**src/rtl/wb_stage_buf.sv**
```systemverilog
// Writeback staging buffer: an in-order FIFO between MEM and the register file,
// with a head-entry bypass, retire trace outputs and a retired-instruction counter.
module wb_stage_buf #(
   parameter int XLEN  = 32,
   parameter int AW    = 5,
   parameter int DEPTH = 2,
   parameter int CNT_W = 64,
   localparam int OW   = $clog2(DEPTH) + 1,
   localparam int PW   = (DEPTH > 1) ? $clog2(DEPTH) : 1
) (
   input  logic             clk,
   input  logic             rst,
   input  logic             in_valid,
   output logic             in_ready,
   input  logic [AW-1:0]    in_rd,
   input  logic             in_rd_wen,
   input  logic [XLEN-1:0]  in_data,
   input  logic [XLEN-1:0]  in_pc,
   input  logic             rf_ready,
   output logic             rf_wen,
   output logic [AW-1:0]    rf_waddr,
   output logic [XLEN-1:0]  rf_wdata,
   output logic             fwd_valid,
   output logic [AW-1:0]    fwd_rd,
   output logic [XLEN-1:0]  fwd_data,
   output logic [XLEN-1:0]  debug_wb_pc,
   output logic [3:0]       debug_wb_rf_wen,
   output logic [AW-1:0]    debug_wb_rf_wnum,
   output logic [XLEN-1:0]  debug_wb_rf_wdata,
   output logic [CNT_W-1:0] instret,
   output logic [OW-1:0]    occupancy
);

   localparam logic [OW-1:0] FULL = OW'(DEPTH);
   localparam logic [PW-1:0] LAST = PW'(DEPTH - 1);

   logic [AW-1:0]   rd_q   [DEPTH];
   logic            wen_q  [DEPTH];
   logic [XLEN-1:0] data_q [DEPTH];
   logic [XLEN-1:0] pc_q   [DEPTH];

   logic [PW-1:0] wr_ptr, rd_ptr;
   logic          push, pop, not_empty, head_writes;

   logic [AW-1:0]   head_rd;
   logic            head_wen;
   logic [XLEN-1:0] head_data, head_pc;

   assign not_empty = (occupancy != '0);
   assign in_ready  = (occupancy < FULL);
   assign push      = in_valid && in_ready && !rst;
   // Reset dominates: nothing retires in the cycle reset is sampled.
   assign pop       = not_empty && rf_ready && !rst;

   assign head_rd   = rd_q[rd_ptr];
   assign head_wen  = wen_q[rd_ptr];
   assign head_data = data_q[rd_ptr];
   assign head_pc   = pc_q[rd_ptr];

   assign head_writes = head_wen && (head_rd != '0);

   always_ff @(posedge clk) begin
      if (push) begin
         rd_q[wr_ptr]   <= in_rd;
         wen_q[wr_ptr]  <= in_rd_wen;
         data_q[wr_ptr] <= in_data;
         pc_q[wr_ptr]   <= in_pc;
      end
   end

   always_ff @(posedge clk) begin
      if (rst) begin
         wr_ptr    <= '0;
         rd_ptr    <= '0;
         occupancy <= '0;
         instret   <= '0;
      end else begin
         if (push) wr_ptr <= (wr_ptr == LAST) ? '0 : wr_ptr + 1'b1;
         if (pop) begin
            rd_ptr  <= (rd_ptr == LAST) ? '0 : rd_ptr + 1'b1;
            instret <= instret + CNT_W'(1);
         end
         case ({push, pop})
            2'b10:   occupancy <= occupancy + 1'b1;
            2'b01:   occupancy <= occupancy - 1'b1;
            default: occupancy <= occupancy;
         endcase
      end
   end

   always_comb begin
      rf_wen   = pop && head_writes;
      rf_waddr = not_empty ? head_rd   : '0;
      rf_wdata = not_empty ? head_data : '0;

      fwd_valid = not_empty && head_writes && !rst;
      fwd_rd    = fwd_valid ? head_rd   : '0;
      fwd_data  = fwd_valid ? head_data : '0;

      debug_wb_pc       = pop ? head_pc   : '0;
      debug_wb_rf_wen   = {4{rf_wen}};
      debug_wb_rf_wnum  = pop ? head_rd   : '0;
      debug_wb_rf_wdata = pop ? head_data : '0;
   end

endmodule

```
**config.mk**
```make
export PLATFORM = sky130hd
export DESIGN_NAME = wb_stage_buf
export DESIGN_NICKNAME = d
export VERILOG_FILES = /design/src/rtl/wb_stage_buf.sv
export SDC_FILE = /design/constraint.sdc
export NUM_CORES = 1
export LEC_CHECK = 0
export CAP_MARGIN = 20
export CORE_MARGIN = 3
export CORE_UTILIZATION = 43
export CTS_BUF_LIST = sky130_fd_sc_hd__clkbuf_8
export CTS_CLUSTER_DIAMETER = 150
export DETAILED_ROUTE_END_ITERATION = 7
export PLACE_DENSITY = 0.83
export SLEW_MARGIN = 20
export SYNTH_ARGS = -nofsm -noshare
export SYNTH_HDL_FRONTEND = slang
export SYNTH_SLANG_ARGS = --single-unit
```
**constraint.sdc**
```tcl
create_clock -name clk -period 4.1 [get_ports clk]
set_input_delay 0.615 -clock clk [delete_from_list [all_inputs] [get_ports clk]]
set_output_delay 0.615 -clock clk [all_outputs]
set_load 0.005 [all_outputs]
```
==> results of run 1 <==
-- kinds of logic after synthesis --
group           Yosys count  share of synthesized area, %
buf+inv                  54                          2.70
flops                   209                          62.4
fa+ha+maj                 2                         0.279
compound gates           77                          4.68
simple gates            351                          19.2
xor+xnor                 30                          2.93
mux                      70                          7.82
-- sequential cells by signal, indices dropped and copies added, names as in the netlist, named ones only --
register	flops
data_q	64
instret	64
pc_q	64
rd_q	10
occupancy	2
wen_q	2
rd_ptr	1
wr_ptr	1
-- cell usage in the layout, fill, tap and decap left out, types with 24 or more instances in the layout --
cell type	count
a21oi_1	38
clkbuf_8	39
clkdlybuf4s50_1	288
dfxtp_1	68
edfxtp_1	140
mux2i_1	70
nand2_1	25
nand3_1	24
nand4_1	36
nor2_1	181
o21ai_0	26
or3_1	27
-- cell usage after synthesis, types with 2 or more instances --
| cell type | count |
|---|---|
| dfxtp_1 | 69 |
| nor2b_1 | 4 |
| nor2_2 | 2 |
| nand3_1 | 24 |
| edfxtp_1 | 140 |
| and2_1 | 5 |
| buf_1 | 5 |
| clkbuf_1 | 26 |
| buf_4 | 4 |
| a21oi_1 | 38 |
| or2_2 | 2 |
| inv_1 | 9 |
| or3_1 | 27 |
| buf_6 | 2 |
| nor4_4 | 2 |
| xnor2_1 | 13 |
| or4_1 | 12 |
| o31ai_1 | 12 |
| nor2_1 | 184 |
| nor3_1 | 5 |
| and3_1 | 8 |
| o21ai_0 | 26 |
| and4_1 | 2 |
| nand4_1 | 36 |
| buf_2 | 7 |
| ha_1 | 2 |
| nor4_2 | 2 |
| nor4_1 | 3 |
| nand3_2 | 2 |
| nand2_1 | 26 |
| xor2_1 | 17 |
| mux2i_1 | 70 |
-- critical path: stages, from the launching register on --
cell and delay (ns):
dfxtp_4 0.45, mux2i_1 0.39, and3_1 0.23, a31o_2 0.53, buf_4 0.31, nor2_1 0.06, clkdlybuf4s50_1 0.47
-- per-layer routing --
layer	global-route usage (%)	wire length, um
met1	26.5	9710
met2	35.6	12300
met3	6.23	2230
met4	6.04	542
met5	0	0
-- cell type report --
class | instances | area share [%]
flip-flops and latches | 209 | 43.8
diodes | 1 | 0.0196
repair buffers | 300 | 23.5
clock buffers | 39 | 4.21
multi-input cells | 530 | 24.7
inverters | 10 | 0.294
well taps | 270 | 2.65
clock inverters | 18 | 0.814
-- stage by stage --
step           total power [W]  setup slack, ns  hold WS, ns  setup TNS [ns]
3_5_place_dp           0.00301            0.610        0.472               0
5_1_grt                0.00487            0.314        0.498               0
3_3_place_gp           0.00299            0.719        0.464               0
2_1_floorplan          0.00264           -0.255        0.468          -35.72
4_1_cts                0.00473            0.391        0.479               0
6_report               0.00469            0.514        0.484               0
-- power breakdown --
group / leakage [nW] / switching (W) / total [W] / internal, W
combinational: 1.94 / 0.000299 / 0.000611 / 0.000313
clock: 0.363 / 0.000800 / 0.00173 / 0.000929
sequential: 1.84 / 0.0000257 / 0.00235 / 0.00232
-- path summary, 6_finish.rpt --
check / start / end / slack, ns
worst max-delay path: flip-flop / fwd_data[12] / 0.51
worst min-delay path: instret[63] / instret[63] / 0.48
worst max register to register: occupancy[1] / instret[53] / 1.50
worst min register to register: instret[63] / instret[63] / 0.48
==> summary.md, run 1 <==
| Metric | Value |
|---|---|
| Dpl hpwl | between 15000 and 20000 um |
| HP Class | reg2reg |
| P&R area growth vs syn | 42.4% |
| Critical path launch point type | flip-flop |
| Initial antenna violation count | 0 |
| Power Dens Cells | between 300 and 400 mW/mm^2 |
| Capturing element type of the critical path | output port |
| Die area | between 0.02 and 0.025 sq mm |
| Placer congestion estimate | 0.883 |
| PortBufs | 289 |
| Hold path cells | 2 |
| Avg WL per Cell | 18.0 um |
| Area of the multi-input gates | 0.00316 sq mm |
| Skew-Pair Late Insertion Delay | 0.52 ns |
| Mapped cell area | about 0.0090 sq mm |
| Clk buf depth | 3 |
| Final Cycle Share | 87.5% |
| Num CTS Buffers | 35 |
| Post-CTS sizing | 0 |
| FMAX | 279 MHz |
| CTS clk-pin slew, worst paths | ~0.060 ns |
| Share of cells above drive strength 1 | 6.60% |
| Worst-margin pin slew | 0.772 ns |
| Starting Density | about 44% |
| Chip height | 150 um |
| Fillcell total | 1577 |
| Nets | 1162 |
| MaxCap Viol Count | 0 |
| Lkg Pwr | approximately 4.1 nW |
| Rel. slew slack | 48.1% |
| Placed Cells | 1319 |
| Final instance area | roughly 0.013 sq mm |
| Core Region | 0.0204 sq mm |
| Non-filler cells, final | 1377 |
| First-pass GRT wire length | 37700 um |
| Fin util | between 60% and 70% |
| Worst VDD drop | around 0.00031 V |
| Pin count of the biggest net entering global routing | 72 |
| Reg area | 0.00559 sq mm |
| Worst-path maximum fanout | 22 |
| Post-synthesis sequential area ratio | 62.4% |
| Number of remaining DRC errors | 0 |
| Vias | 7236 |
| Worst Reg2Reg Path Length in Cells | 6 |
| Syn Nets | 869 |
| Final Slew Violations | 0 |
| Area post-placement | 0.0121 sq mm |
| First DRT Iteration DRCs | 372 |
| Crit path time final | 3.59 ns |
| ANT nets after route | 0 |
| Area leader, netlist | edfxtp_1 |
| Top_reg_cell synth | edfxtp_1 |
| H-tree Lvls | 2 |
| RSZ-0062 raised after global routing | false |
| Asr flop ratio synth | 0% |
| FP Rows | 52 |
| I/O pins | 290 |
| Unique cell type count in the Yosys netlist | 39 |
| GR Overflow Total | 0 |
| Gr usage total | 21.1% |
| CTS root buf | clkbuf_8 |
| Avg Cell Area, Syn | 11.3 sq um |
| Synth Instances | 793 |
| Cts hold-fix bufs | 0 |
| Critical path data arrival time | 2.97 ns |
| Post-synth EDFFs | 140 |
| Yosys reg bits | 209 |
| Final hold viol count | 0 |
| Top post-synthesis cells by area | edfxtp_1 (47%), dfxtp_1 (15%), mux2i_1 (7.8%) |
| CTS sink count | 209 |
| Outcome | finished clean |
| Required time of the worst setup path | ~3.5 ns |
| Top-area cell type share of the netlist area | 46.9% |
| Vias per cell | between 5 and 6 |
| Die width | 150 um |
| Drt first pass iters | 5 |
| Syn. warnings | 0 |
| Vias in the first global route | 7031 |
| Setup CP Type | reg2out |
| Setup Fix Bufs, Post-CTS | 0 |
| Final setup vio count | 0 |
| Final WL | 24800 um |
| CTS tree | yes |
| Clk_skew | 0.0126 ns |
No activity file was read; power rests on OpenSTA's default activity.
==> run 2: changes to the inputs <==
--- a/config.mk
+++ b/config.mk
@@ -12,7 +12,7 @@
 export CTS_CLUSTER_DIAMETER = 150
 export DETAILED_ROUTE_END_ITERATION = 7
 export PLACE_DENSITY = 0.83
-export SLEW_MARGIN = 20
+export RECOVER_POWER = 25
 export SYNTH_ARGS = -nofsm -noshare
 export SYNTH_HDL_FRONTEND = slang
 export SYNTH_SLANG_ARGS = --single-unit
==> run 2 against run 1 <==
Register-to-register slack worse by 0.03 ns. Highest routed layer is now met5. Sequential power about the same. Fmax about the same. Wire length about the same. Via count up 0.33%. First-iteration DRC count up 7.3%.
==> summary.md, run 2 (synthesis gave the netlist of run 1 again) <==
| Metric | Value |
|---|---|
| Outcome | finished clean |
| P&R area growth vs syn | 42.5% (about the same) |
| Pin count of the biggest net entering global routing | 72 (unchanged) |
| GR Overflow Total | 0 (unchanged) |
| Final hold viol count | 0 (unchanged) |
| Gr usage total | 21.1% (unchanged) |
| Core Region | 0.0204 sq mm (unchanged) |
| Fillcell total | 1577 (unchanged) |
| Crit path time final | 3.58 ns (-0.00194 ns) |
| Power Dens Cells | 366 mW/mm^2 (-0.38%) |
| PortBufs | 289 (unchanged) |
| Nets | 1162 (unchanged) |
| Lkg Pwr | 4.16 nW (+0.43%) |
| FP Rows | 52 (unchanged) |
| Die width | 150 um (unchanged) |
| Met3 Use GR | 6.23% (unchanged) |
| CTS tree | yes |
| HP Class | reg2reg |
| Setup Fix Bufs, Post-CTS | 0 (unchanged) |
| Most frequent cells in the layout | clkdlybuf4s50_1 (218), nor2_1 (181), edfxtp_1 (140), mux2i_1 (70), dlygate4sd3_1 (70) |
| Rel. slew slack | 6.65% (-41 points) |
| Layer with the highest usage | met2 |
| Met2 GRT Util | 35.6% (unchanged) |
| Area post-placement | 0.0121 sq mm (unchanged) |
| Clk_skew | 0.0112 ns (-0.00141 ns) |
| H-tree Lvls | 2 (unchanged) |
| Internal reg-to-reg setup slack | 1.47 ns (-0.03 ns) |
| Avg WL per Cell | 18.0 um (-0.23%) |
| Vias per cell | 5.26 (about the same) |
| Capturing element type of the critical path | output port |
| Reg area | 0.00559 sq mm (unchanged) |
| Largest registers | data_q x64, instret x64, pc_q x64 |
| Cts hold-fix bufs | 0 (unchanged) |
| FMAX | 279 MHz (about the same) |
| Share of cells above drive strength 1 | 6.60% (unchanged) |
| Starting Density | 44.0% (unchanged) |
| Final Slew Violations | 0 (unchanged) |
| Die area | 0.0226 sq mm (unchanged) |
| Post-CTS sizing | 0 (unchanged) |
| I/O pins | 290 (unchanged) |
| Clk buf depth | 3 (unchanged) |
| CTS root buf | clkbuf_8 |
| Final Cycle Share | 87.4% (about the same) |
| Vias in the first global route | 7031 (unchanged) |
| Initial antenna violation count | 6 (+6) |
| RSZ-0062 raised after global routing | false |
| Worst-path maximum fanout | 22 (unchanged) |
| Worst-margin pin slew | 1.40 ns (+0.628 ns) |
| Area of the multi-input gates | 0.00316 sq mm (unchanged) |
| Placer congestion estimate | 0.883 (unchanged) |
| ANT nets after route | 0 (unchanged) |
| Final instance area | 0.0128 sq mm (about the same) |
| Critical path launch point type | flip-flop |
| Vias | 7260 (+0.33%) |
| Final setup vio count | 0 (unchanged) |
| Final WL | 24800 um (about the same) |
| Drt first pass iters | 5 (unchanged) |
| Critical-path top delay cell | a31o_2 |
| Met1 Use GR | 26.5% (unchanged) |
| CTS clk-pin slew, worst paths | 0.06 ns (about the same) |
| First DRT Iteration DRCs | 399 (+7.3%) |
| Number of remaining DRC errors | 0 (unchanged) |
| Num CTS Buffers | 35 (unchanged) |
| First-pass GRT wire length | 37700 um (unchanged) |
| Critical path data arrival time | 2.97 ns (about the same) |
| MaxCap Viol Count | 0 (unchanged) |
| Required time of the worst setup path | 3.48 ns (about the same) |
| Setup CP Type | reg2out |
| CP Cell Sequence | mux2i_1 -> and3_1 -> a31o_2 -> buf_4 -> nor2_1 -> clkdlybuf4s50_1 |
| Commonest non-fill, non-tap cell in the layout | clkdlybuf4s50_1 |
| Skew-Pair Late Insertion Delay | 0.51 ns (about the same) |
| Chip height | 150 um (unchanged) |
| Dpl hpwl | 17600 um (unchanged) |
| Pwr Total | 0.00467 W (-0.32%) |
| Worst VDD drop | 0.000311 V (-0.51%) |
| Peak per-stage delay on the critical path | 0.53 ns (about the same) |
| CTS sink count | 209 (unchanged) |
[run 2: cell types whose count changed in the layout (fill, tap and decap cells not counted)]
cell / change
clkdlybuf4s50_1: -70
dlygate4sd3_1: +70
diode_2: +4
buf_4: -1
clkbuf_2: +1
[run 2: path summary, 6_finish.rpt]
path	startpoint	endpoint	cells past startpoint
max	flip-flop	fwd_data[12]	6
min	instret[63]	instret[63]	2
min reg2reg	instret[63]	instret[63]	2
max reg2reg	occupancy[1]	instret[53]	6
[run 2: worst max-delay path, delay by kind of cell, from the launching register on]
| kind | cells | cell delay, ns |
|---|---|---|
| compound gates | 1 | 0.53 |
| buf+inv | 2 | 0.77 |
| flops | 1 | 0.45 |
| mux | 1 | 0.39 |
| simple gates | 2 | 0.29 |
[run 2: metal layers]
metal  vias up  share of wire (%)  wire, um
met1      3410                 39      9690
li1       3460                  -         -
met4         2                2.2       546
met5         -              0.052        13
met3        44                9.0      2230
met2       344                 50     12300
[run 2: layout make-up]
type / count / share of cell area (%)
multi-input combinational: 530 / 24.7
inverter: 10 / 0.294
clock buffer: 39 / 4.20
timing repair buffer: 300 / 23.4
antenna: 5 / 0.0980
tap: 270 / 2.65
clock inverter: 18 / 0.813
sequential: 209 / 43.8
[run 2: stage by stage]
stage	setup WS, ns	util, %	std cells	hold WS, ns	setup TNS (ns)
2_1_floorplan	-0.255	-	793	0.468	-35.72
3_3_place_gp	0.719	59.5	1319	0.464	0
3_5_place_dp	0.610	59.5	1319	0.472	0
4_1_cts	0.391	62.6	1376	0.479	0
5_1_grt	0.314	62.7	1381	0.498	0
6_report	0.516	62.7	1381	0.481	0
[run 2: power breakdown]
part / switching (W) / internal [W] / total [W]
sequential: 0.0000256 / 0.00232 / 0.00235
combinational: 0.000299 / 0.000299 / 0.000598
clock: 0.000798 / 0.000929 / 0.00173
total: 0.00112 / 0.00355 / 0.00467
